===== src/rtl/fb_pkg.sv =====
// Shared constants and state encoding for the frame-buffer read path.
package fb_pkg;

  localparam logic ASSERT_L   = 1'b0;
  localparam logic DEASSERT_L = 1'b1;
  localparam logic ASSERT_H   = 1'b1;
  localparam logic DEASSERT_H = 1'b0;

  typedef enum logic [1:0] {
    IDLE     = 2'd0,
    WAIT_RDY = 2'd1,
    STREAM   = 2'd2,
    DRAIN    = 2'd3
  } fb_state_t;

endpackage


===== src/rtl/fb_sync_fifo.sv =====
// Single-clock return FIFO; the head entry is presented straight from storage flops.
module fb_sync_fifo #(
  parameter  int unsigned DATA_WIDTH = 32,
  parameter  int unsigned FIFO_DEPTH = 4,
  localparam int unsigned AW         = $clog2(FIFO_DEPTH),
  localparam int unsigned CW         = AW + 1
) (
  input  logic                  clk,
  input  logic                  reset,
  input  logic                  push,
  input  logic [DATA_WIDTH-1:0] push_data,
  input  logic                  pop,
  output logic                  full,
  output logic                  empty,
  output logic [CW-1:0]         count,
  output logic [DATA_WIDTH-1:0] head
);

  logic [DATA_WIDTH-1:0] mem [FIFO_DEPTH];
  logic [AW-1:0]         wr_ptr;
  logic [AW-1:0]         rd_ptr;
  logic                  do_push;
  logic                  do_pop;

  assign full    = (count == CW'(FIFO_DEPTH));
  assign empty   = (count == '0);
  assign do_pop  = pop && !empty;
  // a push into a full FIFO is fine when the head leaves in the same cycle
  assign do_push = push && (!full || do_pop);
  assign head    = mem[rd_ptr];

  always_ff @(posedge clk or negedge reset) begin
    if (!reset) begin
      wr_ptr <= '0;
      rd_ptr <= '0;
      count  <= '0;
      for (int unsigned i = 0; i < FIFO_DEPTH; i++) begin
        mem[i] <= '0;
      end
    end else begin
      if (do_push) begin
        mem[wr_ptr] <= push_data;
        wr_ptr      <= wr_ptr + 1'b1;
      end
      if (do_pop) begin
        rd_ptr <= rd_ptr + 1'b1;
      end
      case ({do_push, do_pop})
        2'b10:   count <= count + 1'b1;
        2'b01:   count <= count - 1'b1;
        default: count <= count;
      endcase
    end
  end

endmodule


===== src/rtl/frame_scan_rd.sv =====
// Frame-buffer read master: credit-limited word requests, return FIFO and
// a marked pixel stream (sof/eol/eof) for the output stage.
module frame_scan_rd
  import fb_pkg::*;
#(
  parameter int unsigned DATA_WIDTH = 32,
  parameter int unsigned H_PIXELS   = 8,
  parameter int unsigned V_LINES    = 4,
  parameter int unsigned FIFO_DEPTH = 4,
  parameter int unsigned CNT_WIDTH  = 16
) (
  input  logic                  clk,
  input  logic                  reset,
  input  logic                  start,
  input  logic                  buf_rdy,
  output logic                  rd_en_l,
  input  logic                  rd_data_valid,
  input  logic [DATA_WIDTH-1:0] rd_data,
  output logic [DATA_WIDTH-1:0] pix_data,
  output logic                  pix_valid,
  input  logic                  pix_ready,
  output logic                  pix_sof,
  output logic                  pix_eol,
  output logic                  pix_eof,
  output logic                  busy,
  output logic                  done,
  output logic                  err_ovf
);

  localparam int unsigned CW = $clog2(FIFO_DEPTH) + 1;
  localparam logic [CNT_WIDTH-1:0] N_WORDS = CNT_WIDTH'(H_PIXELS * V_LINES);
  localparam logic [CNT_WIDTH-1:0] X_LAST  = CNT_WIDTH'(H_PIXELS - 1);
  localparam logic [CNT_WIDTH-1:0] Y_LAST  = CNT_WIDTH'(V_LINES - 1);

  fb_state_t            state_q, state_d;
  logic [CNT_WIDTH-1:0] req_cnt_q;
  logic [CNT_WIDTH-1:0] req_pend;
  logic [CNT_WIDTH-1:0] x_q, y_q;
  logic [CW-1:0]        outst_q;
  logic [CW-1:0]        fifo_cnt;
  logic [CW:0]          credit;
  logic                 rd_en_l_q;
  logic                 done_q;
  logic                 err_ovf_q;
  logic                 req_now;
  logic                 ret_ok;
  logic                 ret_bad;
  logic                 issue;
  logic                 fifo_full;
  logic                 fifo_empty;
  logic                 pop;
  logic                 at_eol;
  logic                 at_eof;
  logic                 eof_pop;
  logic                 frame_go;

  assign req_now  = (rd_en_l_q == ASSERT_L);
  assign ret_ok   = rd_data_valid && (outst_q != '0);
  assign ret_bad  = rd_data_valid && (outst_q == '0);
  assign frame_go = (state_q == IDLE) && start;

  // the request being issued this cycle has not reached req_cnt/outst yet
  assign req_pend = req_cnt_q + {{(CNT_WIDTH-1){1'b0}}, req_now};
  assign credit   = {1'b0, outst_q} + {1'b0, fifo_cnt} + {{CW{1'b0}}, req_now};
  assign issue    = (state_q == STREAM) && (req_pend < N_WORDS)
                    && (credit < (CW+1)'(FIFO_DEPTH));

  assign pix_valid = !fifo_empty;
  assign pop       = pix_valid && pix_ready;
  assign at_eol    = (x_q == X_LAST);
  assign at_eof    = at_eol && (y_q == Y_LAST);
  assign eof_pop   = pop && at_eof;

  fb_sync_fifo #(
    .DATA_WIDTH (DATA_WIDTH),
    .FIFO_DEPTH (FIFO_DEPTH)
  ) u_fifo (
    .clk       (clk),
    .reset     (reset),
    .push      (ret_ok && (!fifo_full || pop)),
    .push_data (rd_data),
    .pop       (pop),
    .full      (fifo_full),
    .empty     (fifo_empty),
    .count     (fifo_cnt),
    .head      (pix_data)
  );

  always_comb begin
    state_d = state_q;
    case (state_q)
      IDLE:     if (start) state_d = WAIT_RDY;
      WAIT_RDY: if (buf_rdy) state_d = STREAM;
      STREAM: begin
        if (eof_pop)                  state_d = IDLE;
        else if (req_cnt_q == N_WORDS) state_d = DRAIN;
      end
      DRAIN:    if (eof_pop) state_d = IDLE;
      default:  state_d = IDLE;
    endcase
  end

  always_ff @(posedge clk or negedge reset) begin
    if (!reset) begin
      state_q   <= IDLE;
      rd_en_l_q <= DEASSERT_L;
      req_cnt_q <= '0;
      outst_q   <= '0;
      done_q    <= DEASSERT_H;
      err_ovf_q <= DEASSERT_H;
      x_q       <= '0;
      y_q       <= '0;
    end else begin
      state_q   <= state_d;
      rd_en_l_q <= issue ? ASSERT_L : DEASSERT_L;
      done_q    <= eof_pop ? ASSERT_H : DEASSERT_H;

      if (frame_go)     req_cnt_q <= '0;
      else if (req_now) req_cnt_q <= req_cnt_q + 1'b1;

      case ({req_now, ret_ok})
        2'b10:   outst_q <= outst_q + 1'b1;
        2'b01:   outst_q <= outst_q - 1'b1;
        default: outst_q <= outst_q;
      endcase

      if (ret_bad) err_ovf_q <= ASSERT_H;

      if (frame_go) begin
        x_q <= '0;
        y_q <= '0;
      end else if (pop) begin
        if (at_eol) begin
          x_q <= '0;
          y_q <= at_eof ? '0 : y_q + 1'b1;
        end else begin
          x_q <= x_q + 1'b1;
        end
      end
    end
  end

  assign rd_en_l = rd_en_l_q;
  assign busy    = (state_q != IDLE);
  assign done    = done_q;
  assign err_ovf = err_ovf_q;
  assign pix_sof = pix_valid && (x_q == '0) && (y_q == '0);
  assign pix_eol = pix_valid && at_eol;
  assign pix_eof = pix_valid && at_eof;

endmodule


===== config.mk =====
export PLATFORM = sky130hd
export DESIGN_NAME = frame_scan_rd
export DESIGN_NICKNAME = d
export VERILOG_FILES = /design/src/rtl/fb_pkg.sv /design/src/rtl/fb_sync_fifo.sv /design/src/rtl/frame_scan_rd.sv
export SDC_FILE = /design/constraint.sdc
export NUM_CORES = 1
export LEC_CHECK = 0
export CORE_ASPECT_RATIO = 1.75
export CORE_UTILIZATION = 45
export DETAILED_ROUTE_END_ITERATION = 16
export SLEW_MARGIN = 10
export SYNTH_ARGS = -nofsm -noshare
export SYNTH_HDL_FRONTEND = slang
export SYNTH_SLANG_ARGS = --single-unit

===== constraint.sdc =====
create_clock -name clk -period 2.6 [get_ports clk]
set_input_delay 0.26 -clock clk [delete_from_list [all_inputs] [get_ports clk]]
set_output_delay 0.26 -clock clk [all_outputs]
set_load 0.02 [all_outputs]

==> summary.txt, run 1 <==
Setup path
  – Data arrival time of the critical path: between 2 and 2.5 ns
  – Critical Path Sink Type: output port
  – Worst-path fanout max: 4
  – Crit Path Class: flop to output port
  – Reg2reg setup slack: just under 0.3 ns
  – Critical Path RT: about 2.3 ns
  – Worst R2R Start: x_q[0]
  – Critical path startpoint category: flop
  – Worst setup startpoint: y_q[13]

Synthesis
  – Area share of xor/xnor cells in the synthesized design: approximately 3.1%
  – Avg Inst Size Synth: approximately 13 um2
  – Synth Area in Compound Gates: 4.99%
  – Synth Area in Simple Gates: under 10%
  – Post-synth EDFFs: 0
  – Number of distinct library cells after synthesis: between 50 and 60
  – Synth Register Bits: around 190
  – Largest family of logic cells by synthesized area: multiplexers
  – Syn nets: ~760
  – Main flop type after synthesis: dfrtp_1
  – Post-synthesis mux area share: roughly 24%
  – Async SR Flop Fraction: 100%
  – Post-synth top area cell: dfrtp_1
  – Synth Instances: 703
  – Mapped cell area: between 0.009 and 0.01 mm2
  – Sequential share of the synthesized area: between 50% and 60%
  – Synth top area share: 52.4%
  – Adder-cell share of the synthesized area: between 2 and 3%
  – Ys Warns: 0
  – Synth area leaders: dfrtp_1 52%, mux2_2 16%, mux4_2 7.9%

STA
  – Slew @ Worst Pin: 0.786 ns
  – Slew headroom: a little under half
  – Setup_tns: 0 ns
  – Final Max Tran Viols: 0
  – Endpoints failing setup: 0
  – Crit share post-route: 96.5%
  – Max Freq: ~0.40 GHz
  – Clk_skew: approximately 0.0054 ns
  – Min Hold Slack: 0.403 ns
  – RSZ-0062 raised after global routing: no
  – Final Hold Viols: 0
  – Minimum clock period: about 2.5 ns

Global routing
  – All-Layer GR Usage: between 20% and 30%
  – Pin count of the biggest net entering global routing: 79
  – Global-route wire length before repair: ~33 mm
  – Grt total ovfl: 0
  – Antenna violations before repair: 0
  – Vias in the first global route: 6645

Clock network
  – TritonCTS clock tree: yes
  – Root Driver: clkbuf_16
  – Worst skew pair latency: around 0.43 ns
  – Clk slew on worst S/H paths: around 0.070 ns
  – Sink Count: 191
  – Max clock buf depth: 2
  – Num CTS Buffers: 17
  – Number of H-tree levels: 4

Place
  – # port buffers: 77
  – RePlAce Congestion: ~0.84
  – Post-DP HPWL: ~13 mm

Hold path
  – Hold WC Path Type: input port to flop
  – Hold_sp: buf_rdy

Finish
  – NumNets Final: 846
  – Commonest non-fill, non-tap cell in the layout: dfrtp_1
  – Layout cells sized above 1: around 29%
  – Layout area overhead: 20.6%
  – Commonest non-fill, non-tap cells in the layout: 189 x dfrtp_1, 128 x mux2_2, 74 x clkdlybuf4s50_1, 40 x nor2_1, 36 x nand2_1
  – N_diodes: 0

Detailed routing
  – TritonRoute pass-1 iters: 4
  – Final Routed Wirelength: ~20 mm
  – Avg WL per Cell: approximately 19 um
  – Remaining DRCs: 0
  – Iter 0 DRT Violations: between 200 and 250
  – Post-route ant nets: 0
  – DR vias/cell: ~5.7
  – Routed vias: 6010

Floorplanning
  – Chip width: about 110 um
  – # IOs: between 70 and 80
  – # rows: 68
  – Die area: just over 0.02 mm2
  – Core box area: 0.0197 mm2
  – Die Height: roughly 190 um
  – Initial core utilization: 46.0%

Pwr
  – Leak pwr: roughly 4.6 nW
  – Pwr dens: about 1200 mW/mm2
  – Max VDD drop: just under 0.8 mV

Flow run
  – Max Cap Viol: 0

Outcome
  – Status: finished clean
## Yosys cell counts (3+ instances only)
cell and instances:
nand4b_1 3, a31o_2 3, xnor2_1 17, nor3_1 17, o21ai_0 23, mux2_2 128
a22o_1 3, o22ai_1 3, ha_1 15, a31oi_1 3, nor4_1 8, and3_1 3
buf_2 13, nand2_1 36, a21oi_1 15, buf_1 3, o31ai_1 8, nor2b_1 3
inv_1 26, or4_1 6, dfrtp_1 190, clkbuf_1 15, a211oi_1 5, xor2_1 15
mux4_2 32, or3_1 6, nor2_1 40, nand4_1 11, nand3_1 22
## layer usage
metal	up-vias	GRT usage, %	part of all wire [%]
met5	-	0	0
met4	0	9.13	2.4
met3	34	3.87	3.0
met2	129	37.7	55
met1	3100	23.7	39
li1	2747	-	-
## per-stage QoR
step | utilization (%) | cell area (um2) | setup slack [ns] | std cells | power (mW)
5_1_grt | 55.5 | 10900 | 0.00135 | 1049 | 14.2
6_report | 55.5 | 10900 | 0.0899 | 1049 | 13.4
3_5_place_dp | 52.2 | 10300 | 0.223 | 1016 | 10.9
3_3_place_gp | 52.2 | 10300 | 0.183 | 1016 | 10.6
2_1_floorplan | - | 9080 | 0.528 | 703 | 8.64
4_1_cts | 55.4 | 10900 | 0.0405 | 1049 | 13.5
## state kept, by name, indices dropped and copies added (netlist names)
| signal | count |
|---|---|
| y_q | 16 |
| u_fifo.rd_ptr | 2 |
| done | 1 |
| rd_en_l | 1 |
| u_fifo.count | 3 |
| u_fifo.wr_ptr | 2 |
| x_q | 16 |
| err_ovf | 1 |
| state_q | 2 |
| u_fifo.mem | 128 |
| outst_q | 3 |
| req_cnt_q | 16 |
## area by class of cell
class / count / area [um2]
multi-input combinational: 453 / 4070
clock inverter: 12 / 135
sequential: 191 / 4780
timing repair buffer: 102 / 1080
tap: 245 / 307
inverter: 26 / 97.6
fill: 1659 / 8790
clock buffer: 20 / 467
## power by group
group	switching (mW)	total, mW	internal (mW)
logic	2.45	5.69	3.24
clock network	1.13	2.63	1.50
registers	0.802	5.03	4.23
## timing repair
item | CTS | global route
cloned | 0 | 0
setup buffers | 0 | 0
hold buffers | 1 | 0
pin swaps | 0 | 0
hold endpoints to repair | 75 | 0
gates resized for setup | 2 | 5
endpoints found under the setup margin | 1 | 3
## logic make-up after synthesis
logic type	count (synthesis)
buf+inv	59
simple gates	171
fa+ha+maj	17
compound gates	71
flops	191
xor+xnor	32
mux	162
## critical path, cell delays in order (launching register included)
cell             delay [ns]
dfrtp_1                0.44
nor4_4                 0.35
nand4_1                0.18
nor3_1                 0.21
clkdlybuf4s50_1        0.64
## worst paths after layout
kind,end,cells after the start
worst max register to register,y_q[15],6
worst min-delay path,state_q[1],3
max in group asynchronous,rd_en_l,3
worst min register to register,err_ovf,1
worst max-delay path,pix_sof,4
min in group asynchronous,u_fifo.mem[82],2
Note: power is estimated with default switching activity, not from simulation.
==> run 2: changes to the inputs <==
--- a/config.mk
+++ b/config.mk
@@ -8,6 +8,7 @@
 export CORE_ASPECT_RATIO = 1.75
 export CORE_UTILIZATION = 45
 export DETAILED_ROUTE_END_ITERATION = 16
+export HOLD_SLACK_MARGIN = 0.15
 export SLEW_MARGIN = 10
 export SYNTH_ARGS = -nofsm -noshare
 export SYNTH_HDL_FRONTEND = slang
==> results of run 2 <==
Final layout, timing and power as in run 1 (identical DEF).
